$ cat src/rtl/axis_bram_pkg.sv
// Shared state encodings, command record layout and strobe constant for the
// AXIS/BRAM read sequencer and its helpers.
package axis_bram_pkg;

    typedef enum logic [1:0] {
        IDLE   = 2'd0,
        ISSUE  = 2'd1,
        STREAM = 2'd2,
        DRAIN  = 2'd3
    } rd_state_e;

    // Command record is packed {w_start, r_length, r_start}, each ADDR_WIDTH wide.
    localparam int unsigned CMD_R_START_IDX  = 0;
    localparam int unsigned CMD_R_LENGTH_IDX = 1;
    localparam int unsigned CMD_W_START_IDX  = 2;
    localparam int unsigned CMD_NUM_FIELDS   = 3;

    localparam int unsigned         STRB_MAX_W = 128;
    localparam logic [STRB_MAX_W-1:0] STRB_ALL = '1;

endpackage

$ cat src/rtl/axis_bram_rd_seq_if.sv
// AXI4-Stream bundle used for the bridge-facing input and the framed output
// of the read sequencer.
interface axis_bram_rd_seq_if #(
    parameter int unsigned DATA_WIDTH = 64
);
    logic                    tvalid;
    logic                    tready;
    logic [DATA_WIDTH-1:0]   tdata;
    logic [DATA_WIDTH/8-1:0] tstrb;
    logic                    tlast;

    modport master (output tvalid, tdata, tstrb, tlast, input tready);
    modport slave  (input tvalid, tdata, tstrb, tlast, output tready);
endinterface

$ cat src/rtl/axis_skid_buf.sv
// Two-entry registered skid buffer: registered output payload and an input
// ready that depends only on local state (no ready feed-through).
module axis_skid_buf #(
    parameter int unsigned WIDTH = 65
) (
    input  logic             clk,
    input  logic             reset_n,
    input  logic             s_valid_i,
    output logic             s_ready_o,
    input  logic [WIDTH-1:0] s_data_i,
    output logic             m_valid_o,
    input  logic             m_ready_i,
    output logic [WIDTH-1:0] m_data_o
);
    logic             out_valid_q, out_valid_d;
    logic             skid_valid_q, skid_valid_d;
    logic [WIDTH-1:0] out_data_q, out_data_d;
    logic [WIDTH-1:0] skid_data_q, skid_data_d;
    logic             in_fire, out_fire;

    assign s_ready_o = !skid_valid_q;
    assign in_fire   = s_valid_i && !skid_valid_q;
    assign out_fire  = out_valid_q && m_ready_i;
    assign m_valid_o = out_valid_q;
    assign m_data_o  = out_data_q;

    always_comb begin
        out_valid_d  = out_valid_q;
        out_data_d   = out_data_q;
        skid_valid_d = skid_valid_q;
        skid_data_d  = skid_data_q;
        if (!out_valid_q || out_fire) begin
            // Skid entry (older) always drains into the output slot first.
            if (skid_valid_q) begin
                out_valid_d  = 1'b1;
                out_data_d   = skid_data_q;
                skid_valid_d = 1'b0;
            end else begin
                out_valid_d = in_fire;
                if (in_fire) begin
                    out_data_d = s_data_i;
                end
            end
        end else if (in_fire) begin
            skid_valid_d = 1'b1;
            skid_data_d  = s_data_i;
        end
    end

    always_ff @(posedge clk or negedge reset_n) begin
        if (!reset_n) begin
            out_valid_q  <= 1'b0;
            skid_valid_q <= 1'b0;
            out_data_q   <= '0;
            skid_data_q  <= '0;
        end else begin
            out_valid_q  <= out_valid_d;
            skid_valid_q <= skid_valid_d;
            out_data_q   <= out_data_d;
            skid_data_q  <= skid_data_d;
        end
    end

endmodule

$ cat src/rtl/axis_bram_rd_seq.sv
// Read sequencer: queues commands, starts the AXIS/BRAM bridge one command at a
// time and re-frames its beat stream. Optional counters: AXIS_BRAM_RD_SEQ_STATS_EN.
module axis_bram_rd_seq
    import axis_bram_pkg::*;
#(
    parameter int unsigned ADDR_WIDTH     = 12,
    parameter int unsigned DATA_WIDTH     = 64,
    parameter int unsigned CMD_FIFO_DEPTH = 4
) (
    input  logic                  clk,
    input  logic                  reset_n,
    input  logic                  cmd_valid,
    output logic                  cmd_ready,
    input  logic [ADDR_WIDTH-1:0] cmd_r_start,
    input  logic [ADDR_WIDTH-1:0] cmd_r_length,
    input  logic [ADDR_WIDTH-1:0] cmd_w_start,
    output logic                  ctrl_axis_m_start,
    output logic [ADDR_WIDTH-1:0] ctrl_r_start_index,
    output logic [ADDR_WIDTH-1:0] ctrl_r_length,
    output logic [ADDR_WIDTH-1:0] ctrl_w_start_index,
    axis_bram_rd_seq_if.slave     s_axis,
    axis_bram_rd_seq_if.master    m_axis,
    output logic                  busy,
    output logic                  done,
    output logic                  err_zero_len
`ifdef AXIS_BRAM_RD_SEQ_STATS_EN
   ,input  logic                  stat_clr,
    output logic [31:0]           stat_cmds,
    output logic [31:0]           stat_beats
`endif
);
    localparam int unsigned PTR_W  = $clog2(CMD_FIFO_DEPTH);
    localparam int unsigned CNT_W  = PTR_W + 1;
    localparam int unsigned CMD_W  = CMD_NUM_FIELDS * ADDR_WIDTH;
    localparam int unsigned STRB_W = DATA_WIDTH / 8;

    logic [CMD_W-1:0]      fifo_mem_q [CMD_FIFO_DEPTH];
    logic [PTR_W-1:0]      wr_ptr_q, rd_ptr_q;
    logic [CNT_W-1:0]      count_q;
    logic                  fifo_empty, fifo_full, push, pop;
    logic [CMD_W-1:0]      head;
    logic [ADDR_WIDTH-1:0] head_r_start, head_r_length, head_w_start;

    rd_state_e             state_q, state_d;
    logic [ADDR_WIDTH-1:0] beat_cnt_q, beat_cnt_d;
    logic                  ld_ctrl, err_d, done_d, err_q, done_q;

    logic                  skid_s_ready, skid_m_valid, s_fire, m_fire;
    logic [DATA_WIDTH:0]   skid_m_data;

    // Command FIFO
    assign fifo_empty = (count_q == '0);
    assign fifo_full  = (count_q == CNT_W'(CMD_FIFO_DEPTH));
    assign cmd_ready  = !fifo_full;
    assign push       = cmd_valid && !fifo_full;
    assign head       = fifo_mem_q[rd_ptr_q];

    assign head_r_start  = head[CMD_R_START_IDX*ADDR_WIDTH  +: ADDR_WIDTH];
    assign head_r_length = head[CMD_R_LENGTH_IDX*ADDR_WIDTH +: ADDR_WIDTH];
    assign head_w_start  = head[CMD_W_START_IDX*ADDR_WIDTH  +: ADDR_WIDTH];

    always_ff @(posedge clk) begin
        if (push) begin
            fifo_mem_q[wr_ptr_q] <= {cmd_w_start, cmd_r_length, cmd_r_start};
        end
    end

    always_ff @(posedge clk or negedge reset_n) begin
        if (!reset_n) begin
            wr_ptr_q <= '0;
            rd_ptr_q <= '0;
            count_q  <= '0;
        end else begin
            if (push) wr_ptr_q <= wr_ptr_q + PTR_W'(1);
            if (pop)  rd_ptr_q <= rd_ptr_q + PTR_W'(1);
            case ({push, pop})
                2'b10:   count_q <= count_q + CNT_W'(1);
                2'b01:   count_q <= count_q - CNT_W'(1);
                default: count_q <= count_q;
            endcase
        end
    end

    // Sequencer FSM
    assign s_fire = s_axis.tvalid && s_axis.tready;
    assign m_fire = skid_m_valid && m_axis.tready;

    always_comb begin
        state_d    = state_q;
        beat_cnt_d = beat_cnt_q;
        pop        = 1'b0;
        ld_ctrl    = 1'b0;
        err_d      = 1'b0;
        done_d     = 1'b0;
        case (state_q)
            IDLE: begin
                if (!fifo_empty) begin
                    pop     = 1'b1;
                    ld_ctrl = 1'b1;
                    if (head_r_length == '0) err_d   = 1'b1;
                    else                     state_d = ISSUE;
                end
            end
            ISSUE: begin
                beat_cnt_d = ctrl_r_length;
                state_d    = STREAM;
            end
            STREAM: begin
                if (s_fire) begin
                    beat_cnt_d = beat_cnt_q - ADDR_WIDTH'(1);
                    if (beat_cnt_q == ADDR_WIDTH'(1)) state_d = DRAIN;
                end
            end
            DRAIN: begin
                if (m_fire && skid_m_data[DATA_WIDTH]) begin
                    done_d  = 1'b1;
                    state_d = IDLE;
                end
            end
            default: state_d = IDLE;
        endcase
    end

    always_ff @(posedge clk or negedge reset_n) begin
        if (!reset_n) begin
            state_q            <= IDLE;
            beat_cnt_q         <= '0;
            err_q              <= 1'b0;
            done_q             <= 1'b0;
            ctrl_r_start_index <= '0;
            ctrl_r_length      <= '0;
            ctrl_w_start_index <= '0;
        end else begin
            state_q    <= state_d;
            beat_cnt_q <= beat_cnt_d;
            err_q      <= err_d;
            done_q     <= done_d;
            if (ld_ctrl) begin
                ctrl_r_start_index <= head_r_start;
                ctrl_r_length      <= head_r_length;
                ctrl_w_start_index <= head_w_start;
            end
        end
    end

    assign ctrl_axis_m_start = (state_q == ISSUE);
    assign err_zero_len      = err_q;
    assign done              = done_q;
    assign s_axis.tready     = (state_q == STREAM) && skid_s_ready;
    assign busy              = (state_q != IDLE) || skid_m_valid || !fifo_empty;

    // Output framing: tlast is tagged on the beat that takes the count to zero.
    axis_skid_buf #(
        .WIDTH (DATA_WIDTH + 1)
    ) u_skid (
        .clk       (clk),
        .reset_n   (reset_n),
        .s_valid_i (s_axis.tvalid && (state_q == STREAM)),
        .s_ready_o (skid_s_ready),
        .s_data_i  ({(beat_cnt_q == ADDR_WIDTH'(1)), s_axis.tdata}),
        .m_valid_o (skid_m_valid),
        .m_ready_i (m_axis.tready),
        .m_data_o  (skid_m_data)
    );

    assign m_axis.tvalid = skid_m_valid;
    assign m_axis.tdata  = skid_m_data[DATA_WIDTH-1:0];
    assign m_axis.tlast  = skid_m_data[DATA_WIDTH];
    assign m_axis.tstrb  = skid_m_valid ? STRB_ALL[STRB_W-1:0] : '0;

`ifdef AXIS_BRAM_RD_SEQ_STATS_EN
    logic [31:0] stat_cmds_q, stat_beats_q;

    always_ff @(posedge clk or negedge reset_n) begin
        if (!reset_n) begin
            stat_cmds_q  <= '0;
            stat_beats_q <= '0;
        end else if (stat_clr) begin
            stat_cmds_q  <= '0;
            stat_beats_q <= '0;
        end else begin
            if (done_d) stat_cmds_q  <= stat_cmds_q + 32'd1;
            if (m_fire) stat_beats_q <= stat_beats_q + 32'd1;
        end
    end

    assign stat_cmds  = stat_cmds_q;
    assign stat_beats = stat_beats_q;
`endif

endmodule

$ cat src/flat_wrapper.sv
// flat-port wrapper written by rule: the top's interface ports become plain ports
module axis_bram_rd_seq_flat import axis_bram_pkg::*;
#(
    parameter int unsigned ADDR_WIDTH     = 12,
    parameter int unsigned DATA_WIDTH     = 64,
    parameter int unsigned CMD_FIFO_DEPTH = 4
)
  (clk, reset_n, cmd_valid, cmd_ready, cmd_r_start, cmd_r_length, cmd_w_start, ctrl_axis_m_start, ctrl_r_start_index, ctrl_r_length, ctrl_w_start_index, busy, done, err_zero_len, s_axis_tvalid, s_axis_tdata, s_axis_tstrb, s_axis_tlast, s_axis_tready, m_axis_tvalid, m_axis_tdata, m_axis_tstrb, m_axis_tlast, m_axis_tready);
  axis_bram_rd_seq_if #(.DATA_WIDTH(DATA_WIDTH)) s_axis_i ();
  axis_bram_rd_seq_if #(.DATA_WIDTH(DATA_WIDTH)) m_axis_i ();
  input  logic clk;
  input  logic reset_n;
  input  logic cmd_valid;
  output logic cmd_ready;
  input  logic [ADDR_WIDTH-1:0] cmd_r_start;
  input  logic [ADDR_WIDTH-1:0] cmd_r_length;
  input  logic [ADDR_WIDTH-1:0] cmd_w_start;
  output logic ctrl_axis_m_start;
  output logic [ADDR_WIDTH-1:0] ctrl_r_start_index;
  output logic [ADDR_WIDTH-1:0] ctrl_r_length;
  output logic [ADDR_WIDTH-1:0] ctrl_w_start_index;
  output logic busy;
  output logic done;
  output logic err_zero_len;
  input wire logic [$bits(s_axis_i.tvalid)-1:0] s_axis_tvalid;
  input wire logic [$bits(s_axis_i.tdata)-1:0] s_axis_tdata;
  input wire logic [$bits(s_axis_i.tstrb)-1:0] s_axis_tstrb;
  input wire logic [$bits(s_axis_i.tlast)-1:0] s_axis_tlast;
  output wire logic [$bits(s_axis_i.tready)-1:0] s_axis_tready;
  output wire logic [$bits(m_axis_i.tvalid)-1:0] m_axis_tvalid;
  output wire logic [$bits(m_axis_i.tdata)-1:0] m_axis_tdata;
  output wire logic [$bits(m_axis_i.tstrb)-1:0] m_axis_tstrb;
  output wire logic [$bits(m_axis_i.tlast)-1:0] m_axis_tlast;
  input wire logic [$bits(m_axis_i.tready)-1:0] m_axis_tready;
  assign s_axis_i.tvalid = s_axis_tvalid;
  assign s_axis_i.tdata = s_axis_tdata;
  assign s_axis_i.tstrb = s_axis_tstrb;
  assign s_axis_i.tlast = s_axis_tlast;
  assign s_axis_tready = s_axis_i.tready;
  assign m_axis_tvalid = m_axis_i.tvalid;
  assign m_axis_tdata = m_axis_i.tdata;
  assign m_axis_tstrb = m_axis_i.tstrb;
  assign m_axis_tlast = m_axis_i.tlast;
  assign m_axis_i.tready = m_axis_tready;
  axis_bram_rd_seq #(.ADDR_WIDTH(ADDR_WIDTH), .DATA_WIDTH(DATA_WIDTH), .CMD_FIFO_DEPTH(CMD_FIFO_DEPTH)) u_core (.clk(clk), .reset_n(reset_n), .cmd_valid(cmd_valid), .cmd_ready(cmd_ready), .cmd_r_start(cmd_r_start), .cmd_r_length(cmd_r_length), .cmd_w_start(cmd_w_start), .ctrl_axis_m_start(ctrl_axis_m_start), .ctrl_r_start_index(ctrl_r_start_index), .ctrl_r_length(ctrl_r_length), .ctrl_w_start_index(ctrl_w_start_index), .s_axis(s_axis_i), .m_axis(m_axis_i), .busy(busy), .done(done), .err_zero_len(err_zero_len));
endmodule
$ cat config.mk
export PLATFORM = sky130hd
export DESIGN_NAME = axis_bram_rd_seq_flat
export DESIGN_NICKNAME = d
export VERILOG_FILES = /design/src/rtl/axis_bram_pkg.sv /design/src/rtl/axis_bram_rd_seq_if.sv /design/src/rtl/axis_skid_buf.sv /design/src/rtl/axis_bram_rd_seq.sv /design/src/flat_wrapper.sv
export SDC_FILE = /design/constraint.sdc
export NUM_CORES = 1
export LEC_CHECK = 0
export CORE_ASPECT_RATIO = 0.6
export CORE_MARGIN = 2
export CORE_UTILIZATION = 48
export DETAILED_ROUTE_END_ITERATION = 10
export PLACE_DENSITY = 0.76
export SYNTH_ARGS = -nofsm -noshare
export SYNTH_HDL_FRONTEND = slang
export SYNTH_SLANG_ARGS = --single-unit
$ cat constraint.sdc
create_clock -name clk -period 2.93 [get_ports clk]
set_input_delay 0.7325 -clock clk [delete_from_list [all_inputs] [get_ports clk]]
set_output_delay 0.7325 -clock clk [all_outputs]
set_load 0.02 [all_outputs]
* After elaboration in Yosys (flattened, before gate mapping)
Memory sizes are Yosys's and may differ from the RTL's.
Cells that the tools add are included.
** Storage, ports and cells
- Bits in registers :: 191
- Memories kept :: 1
- Output and inout port bits :: 116
- Logic and storage cells :: 83
- Bits in writable memories :: 144
- Bits of input ports :: 114
** Memory list
- u_core.fifo_mem_q :: words 4, bits a word 36, read ports 1, clocked after Yosys merged registers in 0, wr ports 1, RTL line axis_bram_rd_seq.sv:37 : logic [CMD_W-1:0] fifo_mem_q [CMD_FIFO_DEPTH];
** Cells by class
- Add/sub/neg operators :: 5
- Equal/unequal tests :: 12
- Reductions and logical operators :: 26
- Bitwise gates (word level) :: 1
- Multiplexer cells :: 24
** Operators with widths (count)
- 2-to-1 mux 65 bit :: 2
- case mux 12 bit (2 select lines) :: 1
- == test 12 x 1 -> 1 bit, second input constant :: 1
- logical NOT 12 bit :: 1
- 2-to-1 mux 1 bit :: 12
- 2-to-1 mux 12 bit :: 1
- subtractor 12 x 1 -> 12 bit, second input constant :: 1
- 2-to-1 mux 2 bit :: 5
- nonzero test 2 bit :: 5
- 2-to-1 mux 8 bit :: 1
- case mux 2 bit (4 select lines) :: 1
- logical AND 1 bit :: 7
- == test 2 bit, second input constant :: 3
- != test 2 bit, second input constant :: 3
- case mux 3 bit (2 select lines) :: 1
- AND reduction 2 bit :: 3
- AND reduction 5 bit :: 1
- adder 2 x 1 -> 2 bit, second input constant :: 2
- == test 2 x 1 -> 1 bit, second input constant :: 2
- logical NOT 1 bit :: 4
- != test 2 x 1 -> 1 bit, second input constant :: 2
- adder 3 x 1 -> 3 bit, second input constant :: 1
- == test 3 bit, second input constant :: 1
- logical NOT 3 bit :: 1
- 4 further kinds :: 6

* Depth between registers and ports, before layout
Gate-level depths: netlist of the first run.
- Depth after elaboration :: 5
- Mapped depth :: 11
- Mapped depth without buffers :: 10

* By module
A second synthesis of the first run with hierarchy kept.
** Second synthesis, totals
- Cells, all modules :: 790
- Area total of the unflattened synthesis :: 14122.3 um2
** Modules (own cells, without submodules)
- axis_bram_rd_seq :: sequential area each 5800.6 um2, area an instance 8070.2 um2, times used 1, cells each 435
- axis_skid_buf :: sequential area each 3303.2 um2, area an instance 6052.1 um2, times used 1, cells each 355

* Worst setup path after synthesis of the first run
No wires, ideal clock.
- Path type :: register to register
- From :: reg u_core.state_q[0]
- To :: reg u_core.count_q[2]
- Cell stages (with the launch flop) :: 12
- Buffers on the path :: 2
- Data required time :: 2851 ps
- Library setup time :: 79 ps
- Setup slack :: 178 ps
- Clock period less this slack :: 2752 ps
- Arrival time :: 2673 ps
- Cell sequence :: dfrtp_1 > inv_1 > ha_1 > nor2b_1 > buf_1 > buf_1 > ha_1 > inv_1 > fa_1 > xor2_1 > nor2_1 > xor2_1
** On the way
- Cells in the longest elaborated chain, start to end :: 4
- Elaborated cells on any way between the ends :: 6
- Those cells by class :: eq/ne: 2; mux: 2; reduce/logical: 2
** Ends and longest elaborated chain
- from (decl) :: RTL line axis_bram_rd_seq.sv:44 : rd_state_e state_q, state_d;
- from (signal assigned) :: RTL line axis_bram_rd_seq.sv:134 : state_q <= state_d;
- logical NOT 2 bit (*)
- 2-to-1 mux 1 bit (*)
- net u_core.ld_ctrl :: RTL line axis_bram_rd_seq.sv:46 : logic ld_ctrl, err_d, done_d, err_q, done_q;
- == test 2 x 1 -> 1 bit / == test 2 bit (equally long branches) :: RTL line axis_bram_rd_seq.sv:76 : case ({push, pop})
- case mux 3 bit (2 select lines) / nonzero test 2 bit (equally long branches)
- to (signal assigned) :: RTL line axis_bram_rd_seq.sv:77 : 2'b10: count_q <= count_q + CNT_W'(1);
- to (signal assigned) :: RTL line axis_bram_rd_seq.sv:78 : 2'b01: count_q <= count_q - CNT_W'(1);
- to (signal assigned) :: RTL line axis_bram_rd_seq.sv:79 : default: count_q <= count_q;
- to (decl) :: RTL line axis_bram_rd_seq.sv:39 : logic [CNT_W-1:0] count_q;
Mark *: on every way through the listed nets, which the timed path passes. The rest lies on a longest branch.
A chain may end at the register's enable or synchronous reset.

* Worst setup path after layout of the first run
- From :: reg u_core.u_skid.out_valid_q, in the netlist u_core.u_skid.m_valid_o
- To :: out busy
** On the way
- Cells in the longest elaborated chain, start to end :: 2
** Ends and longest elaborated chain
- from (decl) :: RTL line axis_skid_buf.sv:15 : logic out_valid_q, out_valid_d;
- from (signal assigned) :: RTL line axis_skid_buf.sv:57 : out_valid_q <= out_valid_d;
- logical OR 1 bit (2 in series) :: RTL line axis_bram_rd_seq.sv:150 : assign busy = (state_q != IDLE) || skid_m_valid || !fifo_empty;
- to (decl) :: RTL line flat_wrapper.sv:22 : output logic busy;
Every way passes these cells.

==> results.ini, run 1 <==
[worst_setup_path]
crit_family=flip-flops
cp_slowest_cell=dfrtp_1
critPathMaxStageDelay_ns=0.66
path_max_fanout=13
crit_cells=2
path_class=flip-flop to output pin
start_kind=flip-flop
crit_chain=nand3b_1 > clkdlybuf4s50_1
path_buf_inv=1
r2r-start=u_core.rd_ptr_q[0]
reg2reg_depth=6
crit_start=u_core.u_skid.m_valid_o
crit_path_end_kind=output pin
cp_data_required_time_ns=2.20
arrival_ns=2.04

[die]
start_util_pct=48.7
num_rows=47
die_width_um=220
coreArea_um2=27500
die_h_um=134
ios=230
die_area_um2=29300

[timing]
maxSlewViolCount=0
rsz0062_at_grt=false
setup_viol=0
final-hold-violation-count=0
clock_skew_ns=0.0113
tightest_slew_ns=0.684
period_minus_slack_ns=2.78
finalSetupTns_ns=0
period_share_pct=94.8
max_freq_ghz=0.360
relSlewSlack_pct=54.2

[cells_and_area]
drive_gt1_share_pct=19.6
nets=1204
final_common_cell=clkdlybuf4s50_1
synthToLayoutAreaGrowth_pct=27.8
diodes=0
mostFrequentLayoutCells=217 x clkdlybuf4s50_1, 189 x dfrtp_1, 144 x edfxtp_1
layoutNonFillerInstCount=1469

[route]
postRouteWirelength_um=28900
drc=0
wire_per_inst_um=19.6
viasPerCell=5.37
first_pass_iters=5
drtIter0Drc=545
num_vias=7887
ant_nets=0

[grt]
use_met3_pct=4.73
grt_pass1_wl_um=45000
antenna_found_initial=2
use_met2_pct=30.3
grt_max_degree=72
use_met1_pct=29.2
grt_pass1_vias=8043
grt.total_usage_pct=19.7
grt_overflow_total=0
gr-max-usage-layer=met2

[yosys]
syn_area_um2=13400
synthCells=855
async_flop_share_pct=57.0
yosys_warnings=0
syn_area_per_cell_um2=15.7
synthesis.nets=981
synthFlopType=dfrtp_1
synth_edf_count=144
ys_seq_area_share_pct=67.9
synth_seq_cells=335
synth_cell_type_count=55

[clock_tree]
clock-root-buffer=clkbuf_16
cts_made_buffers=30
cts_max_level=1
clkTransAtPathRegs_ns=0.06
cts_sinks=335
hold_buffers=0
clk_latency_ns=0.56
cts_tree=done
cts.repair.resized=0
post-cts-setup-buffers=0
clockBufferDepth=3

[power]
internal_power_uw=12400
ir_worst_vdd_mv=0.563
finalPower_uw=18500
power.density_nw_per_um2=1080
switching_share_pct=33.2
power_frac_comb_pct=38.2
pwr-share-clk_pct=20.8
pwr-share-seq_pct=41.0
netSwitchingPower_uw=6150
total_leakage_power_uw=0.00647

[placed_design]
dp.cells=1413
dpl.hpwl_um=19000
gp_congestion=0.755
port-buffer-count=220

[run_status]
status=finished, final reports clean

[flow_run]
max_cap_viol_count=0

[worst_hold_path]
hold_path.class=input port to async pin

==> synthesized netlist by cell type (9+ instances only) <==
cell type / count / area share (%)
clkbuf_1: 31 / 0.87
mux4_2: 32 / 5.4
buf_1: 9 / 0.25
inv_1: 13 / 0.36
nor2_1: 83 / 2.3
nand2_1: 15 / 0.42
dfrtp_1: 191 / 36
a21oi_1: 74 / 2.8
mux2_2: 100 / 8.4
ha_1: 11 / 1.0
mux2i_1: 64 / 4.8
edfxtp_1: 144 / 32
==> power by group through the flow <==
| stage | sequential [uW] | clock (uW) | combinational (uW) |
|---|---|---|---|
| 3_3_place_gp | 7590 | 0 | 6970 |
| 6_report | 7600 | 3850 | 7070 |
| 5_1_grt | 7800 | 4150 | 7600 |
| 2_1_floorplan | 8320 | 0 | 3500 |
| 4_1_cts | 7610 | 3950 | 7170 |
| 3_5_place_dp | 7680 | 0 | 7140 |
==> logic make-up after synthesis <==
kind of cell	synth area share [%]
multiplexers	19.4
AND/OR/NAND/NOR	4.54
XOR/XNOR	0.653
adder cells (fa/ha/maj)	1.18
flip-flops	67.9
AO/OA/AOI/OAI	4.24
buffers and inverters	2.13
==> state kept, by name, indices dropped and copies added, names as in the netlist <==
register	count
u_core.fifo_mem_q	144
u_core.u_skid.m_data_o	65
u_core.u_skid.skid_data_q	65
u_core.beat_cnt_q	12
u_core.ctrl_r_length	12
u_core.ctrl_r_start_index	12
u_core.ctrl_w_start_index	12
u_core.count_q	3
u_core.rd_ptr_q	2
u_core.state_q	2
u_core.wr_ptr_q	2
u_core.done	1
u_core.err_zero_len	1
u_core.u_skid.m_valid_o	1
u_core.u_skid.skid_valid_q	1
==> layout make-up <==
cell class                 count  area, um^2
sequential                   335        9110
inverter                      13        48.8
multi-input combinational    455        4060
fill                        2019       10400
clock inverter                12        87.6
tap                          367         459
clock buffer                  44         877
timing repair buffer         243        2510
==> routing by layer <==
layer | wire length [um] | part of all wire, %
met1 | 13100 | 45
met2 | 13700 | 47
met3 | 1690 | 5.9
met4 | 445 | 1.5
met5 | 0 | 0
==> stage by stage <==
step / hold WS, ns / utilization, % / area, um^2 / setup slack [ns]
floorplan: 0.437 / - / 13400 / 0.178
global placement: 0.488 / 58.8 / 16200 / 0.242
detailed placement: 0.495 / 58.8 / 16200 / 0.210
CTS: 0.195 / 62.3 / 17100 / 0.0158
global route: 0.209 / 62.3 / 17100 / 0.0483
finish: 0.182 / 62.3 / 17100 / 0.154
==> path summary, 6_finish.rpt <==
path                                                  to  slack (ns)
setup / recovery                                    busy        0.15
setup reg to reg                       u_core.state_q[1]        0.20
hold / removal             u_core.u_skid.skid_data_q[39]        0.18
hold reg to reg             u_core.ctrl_w_start_index[2]        0.50
min in group clk            u_core.ctrl_w_start_index[2]        0.50
max in group asynchronous      u_core.u_skid.m_data_o[6]        2.04
Note: power is estimated with default switching activity, not from simulation.
==> run 2: changes to the inputs <==
--- a/config.mk
+++ b/config.mk
@@ -7,9 +7,10 @@
 export LEC_CHECK = 0
 export CORE_ASPECT_RATIO = 0.6
 export CORE_MARGIN = 2
-export CORE_UTILIZATION = 48
+export CORE_UTILIZATION = 35
+export CTS_BUF_LIST = sky130_fd_sc_hd__clkbuf_2 sky130_fd_sc_hd__clkbuf_4 sky130_fd_sc_hd__clkbuf_8
 export DETAILED_ROUTE_END_ITERATION = 10
-export PLACE_DENSITY = 0.76
+export SLEW_MARGIN = 20
 export SYNTH_ARGS = -nofsm -noshare
 export SYNTH_HDL_FRONTEND = slang
 export SYNTH_SLANG_ARGS = --single-unit
==> run 2 against run 1 <==
Against the previous run:
- via count unchanged
- non-clock buffer count up 12
- power rose by 2.3%
- global-route usage is 3.8 points lower
- count of clock-buffer cells in the layout grew 27
- cell count increased by 13%
- highest routed layer unchanged
==> results.ini, run 2 (same netlist as run 1, synthesis figures left out) <==
[run_status]
status=finished, final reports clean

[clock_tree]
cts_max_level=2
clock-root-buffer=clkbuf_8
cts_made_buffers=51
hold_buffers=0
cts_tree=done
clk_latency_ns=0.60
cts_sinks=335
clockBufferDepth=3
clkTransAtPathRegs_ns=0.06
post-cts-setup-buffers=0

[die]
die_area_um2=40000
start_util_pct=35.6
ios=230
coreArea_um2=37700
die_h_um=156
die_width_um=257
num_rows=55

[timing]
period_share_pct=95.3
period_minus_slack_ns=2.79
finalSetupTns_ns=0
rsz0062_at_grt=false
maxSlewViolCount=0
clock_skew_ns=0.0162
setup_viol=0
max_freq_ghz=0.358
final-hold-violation-count=0
tightest_slew_ns=0.807
fin_ws_ns=0.139
relSlewSlack_pct=46.2

[worst_setup_path]
crit_chain=nand3b_1 > clkdlybuf4s50_1
path_max_fanout=13
arrival_ns=2.06
start_kind=flip-flop
crit_path_end_kind=output pin
path_class=flip-flop to output pin
critPathMaxStageDelay_ns=0.65
cp_slowest_cell=dfrtp_1
cp_data_required_time_ns=2.20

[grt]
grt_overflow_total=0
antenna_found_initial=0
grt_pass1_vias=8299
grt.total_usage_pct=15.9
grt_max_degree=82
grt_pass1_wl_um=49100

[power]
finalPower_uw=19000
power.density_nw_per_um2=1080
ir_worst_vdd_mv=0.523
total_leakage_power_uw=0.00662

[placed_design]
port-buffer-count=220
pre_cts_ws_ns=0.0919
gp_congestion=0.782
dpl.hpwl_um=20300
postPlaceCellArea_um2=16400

[cells_and_area]
final_common_cell=clkdlybuf4s50_1
diodes=0
num-fill-cells=3365
drive_gt1_share_pct=23.4
synthToLayoutAreaGrowth_pct=30.9
fin_area_um2=17600
regMostFlops=u_core.fifo_mem_q
largest_reg_flops=144
nets=1237
mostFrequentLayoutCells=218 x clkdlybuf4s50_1, 189 x dfrtp_1, 144 x edfxtp_1

[route]
viasPerCell=4.74
ant_nets=0
drc=0
first_pass_iters=5
wire_per_inst_um=18.9
postRouteWirelength_um=31400
num_vias=7887
drtIter0Drc=528

[flow_run]
max_cap_viol_count=0

[worst_hold_path]
hold_path.class=input port to async pin

## run 2: final cells by class
| cell class | instances | area (um^2) | area share (%) |
|---|---|---|---|
| repair buffers | 255 | 2580 | 14.7 |
| clock inverters | 23 | 199 | 1.13 |
| multi-input cells | 455 | 4060 | 23.1 |
| clock buffers | 71 | 921 | 5.24 |
| inverters | 13 | 48.8 | 0.278 |
| well taps | 513 | 642 | 3.65 |
| flip-flops and latches | 335 | 9110 | 51.9 |
## run 2: path summary, 6_finish.rpt
kind | from | endpoint | slack, ns | cells past startpoint
worst max-delay path | u_core.u_skid.m_valid_o | busy | 0.14 | 2
max in group asynchronous | reset_n | u_core.count_q[0] | 1.94 | 2
min in group clk | u_core.u_skid.skid_data_q[31] | u_core.u_skid.skid_data_q[31] | 0.50 | 1
worst max register to register | u_core.rd_ptr_q[0] | u_core.state_q[1] | 0.14 | 5
worst min-delay path | reset_n | u_core.u_skid.skid_data_q[45] | 0.18 | 1
worst min register to register | u_core.u_skid.skid_data_q[31] | u_core.u_skid.skid_data_q[31] | 0.50 | 1
## run 2: worst max-delay path: cells and delay by family (launching register included)
| family | cells | cell delay (ns) |
|---|---|---|
| buffers and inverters | 1 | 0.64 |
| DFF | 1 | 0.65 |
| and+or+nand+nor | 1 | 0.17 |
## run 2: what timing repair did
action,4_1_cts,5_1_grt
pin swaps,0,0
gates resized for setup,1,2
endpoints found under the setup margin,1,1
## run 2: where the power goes
| part | internal [uW] | switching, uW |
|---|---|---|
| Sequential | 6680 | 932 |
| Combinational | 3580 | 3560 |
| Clock | 2310 | 1890 |
## run 2: layer usage
metal  vias up  routed length (um)  track usage [%]  part of all wire (%)
li1       3682                   -                -                     -
met1      4002               14600             22.6                    47
met2       153               14800             24.9                    47
met3        50                1420             3.57                   4.5
met4         0                 578             3.85                   1.8
met5         -                   0                0                     0
## run 2: metrics by stage
stage / hold slack, ns / utilization [%] / std cells
final: 0.175 / 46.6 / 1665
after floorplan: 0.437 / - / 855
after global routing: 0.190 / 46.6 / 1665
after global placement: 0.489 / 43.6 / 1571
after CTS: 0.200 / 46.6 / 1665
after detailed placement: 0.495 / 43.6 / 1571
==> run 3: changes to the inputs <==
--- a/config.mk
+++ b/config.mk
@@ -5,8 +5,8 @@
 export SDC_FILE = /design/constraint.sdc
 export NUM_CORES = 1
 export LEC_CHECK = 0
-export CORE_ASPECT_RATIO = 0.6
-export CORE_MARGIN = 2
+export ABC_CLOCK_PERIOD_IN_PS = 2930
+export CORE_MARGIN = 4
 export CORE_UTILIZATION = 35
 export CTS_BUF_LIST = sky130_fd_sc_hd__clkbuf_2 sky130_fd_sc_hd__clkbuf_4 sky130_fd_sc_hd__clkbuf_8
 export DETAILED_ROUTE_END_ITERATION = 10
==> run 3 against run 2 <==
Against the previous run:
- register-to-register slack gained 0.19 ns
- clock power is essentially flat
- clock skew grew 0.0038 ns
- first-iteration DRC count fell by 24%
- design area barely moved
- sequential share of layout area about the same
- cell count shrank 0.24%
- critical path depth rose by 1
- core utilization is 0.084 points lower
- combinational power is 2% lower
- count of clock-buffer cells in the layout is 16 higher
- hold slack worse by 0.073 ns
- critical endpoint is now cmd_ready
==> results.ini, run 3 (same netlist as run 1, synthesis figures left out) <==
[die]
die_h_um=204
coreArea_um2=37800
ios=230
start_util_pct=35.5
die_area_um2=41500
die_width_um=204
num_rows=71

[timing]
final-hold-violation-count=0
setup_viol=0
fin_ws_ns=0.241
rsz0062_at_grt=false
maxSlewViolCount=0
max_freq_ghz=0.372
relSlewSlack_pct=35.8
tightest_slew_ns=0.963
finalSetupTns_ns=0
period_share_pct=91.8
clock_skew_ns=0.0200
period_minus_slack_ns=2.69

[clock_tree]
clk_latency_ns=0.63
clockBufferDepth=3
cts_tree=done
post-cts-setup-buffers=0
cts_sinks=335
hold_buffers=0
cts_made_buffers=57
cts.repair.resized=4
clock-root-buffer=clkbuf_8
cts_max_level=2
clkTransAtPathRegs_ns=0.06

[grt]
grt_overflow_total=0
grt_pass1_wl_um=48000
antenna_found_initial=0
grt_pass1_vias=8397
grt_max_degree=101
grt.total_usage_pct=14.7

[route]
postRouteWirelength_um=30100
num_vias=7953
viasPerCell=4.79
first_pass_iters=5
drtIter0Drc=403
ant_nets=0
wire_per_inst_um=18.1
drc=0

[run_status]
status=finished, final reports clean

[worst_setup_path]
crit_start=u_core.count_q[0]
worst-r2r-setup-slack_ns=0.33
path_buf_inv=2
crit_cells=3
crit_path_end=cmd_ready
crit_family=buffers and inverters
start_kind=flip-flop
critPathMaxStageDelay_ns=0.68
reg2reg_depth=6
r2r-start=u_core.rd_ptr_q[0]
cp_slowest_cell=clkdlybuf4s50_1
crit_path_end_kind=output pin
path_max_fanout=6
path_class=flip-flop to output pin
rr_endpoint=u_core.state_q[1]
crit_chain=inv_1 > nand3_1 > clkdlybuf4s50_1
arrival_ns=1.96
cp_data_required_time_ns=2.20

[cells_and_area]
multi_input_area_um2=4060
synthToLayoutAreaGrowth_pct=30.8
final_common_cell=clkdlybuf4s50_1
largest_reg_flops=144
num-fill-cells=3415
regMostFlops=u_core.fifo_mem_q
seq_area_um2=9110
drive_gt1_share_pct=23.7
diodes=0
mostFrequentLayoutCells=216 x clkdlybuf4s50_1, 188 x dfrtp_1, 144 x edfxtp_1
final_core_util_pct=46.5
nets=1234

[placed_design]
pre_cts_ws_ns=0.271
dpl.hpwl_um=19800
port-buffer-count=220
gp_congestion=0.749

[worst_hold_path]
hold_path.class=input port to async pin

[power]
total_leakage_power_uw=0.00662
ir_worst_vdd_mv=0.543
power.density_nw_per_um2=1070

[flow_run]
max_cap_viol_count=0

[run 3: cell count changes in the layout (fill, tap and decap cells not counted), sizes merged]
cell           previous run  this run
inv                      14        15
clkbuf                   72        88
bufinv                    3         0
dlygate4sd2               1         3
clkdlybuf4s50           218       216
buf                      35        26
clkinv                   18        11
[run 3: worst min path at each step]
stage / slack [ns] / start / depth (start not counted) / end
3_3_place_gp: 0.49 / u_core.count_q[2] / 1 / u_core.count_q[2]
2_1_floorplan: 0.44 / reset_n / 0 / u_core.beat_cnt_q[0]
5_1_grt: 0.1 / reset_n / 1 / u_core.u_skid.m_data_o[39]
3_5_place_dp: 0.49 / u_core.count_q[0] / 1 / u_core.count_q[0]
6_report: 0.10 / reset_n / 1 / u_core.u_skid.m_data_o[34]
4_1_cts: 0.07 / reset_n / 1 / u_core.u_skid.skid_data_q[52]
[run 3: power by group]
group | total [uW] | switching [uW] | internal, uW
combinational | 7010 | 3470 | 3540
sequential | 7610 | 928 | 6680
clock | 4200 | 1850 | 2350
[run 3: layout make-up]
type | count | share of cell area, %
Sequential cell | 335 | 51.9
Tap cell | 511 | 3.64
Timing Repair Buffer | 246 | 14.4
Clock inverter | 14 | 0.442
Clock buffer | 87 | 6.18
Multi-Input combinational cell | 455 | 23.1
Inverter | 13 | 0.278
[run 3: routing by layer]
layer  up-vias  wire [um]  global-route usage (%)
met4         0        628                    5.32
met3        45       2590                    4.88
met1      3970      13000                    19.2
li1       3685          -                       -
met2       253      13900                    22.9
met5         -          0                       0
[run 3: metrics by stage]
step                hold WS, ns  cells  instance area (um^2)  power, uW
detailed placement        0.489   1560                 16400      14900
global route             0.0981   1661                 17600      20100
finish                    0.102   1661                 17600      18800
global placement          0.487   1560                 16400      14700
floorplan                 0.437    855                 13400      11800
CTS                      0.0730   1661                 17600      19200
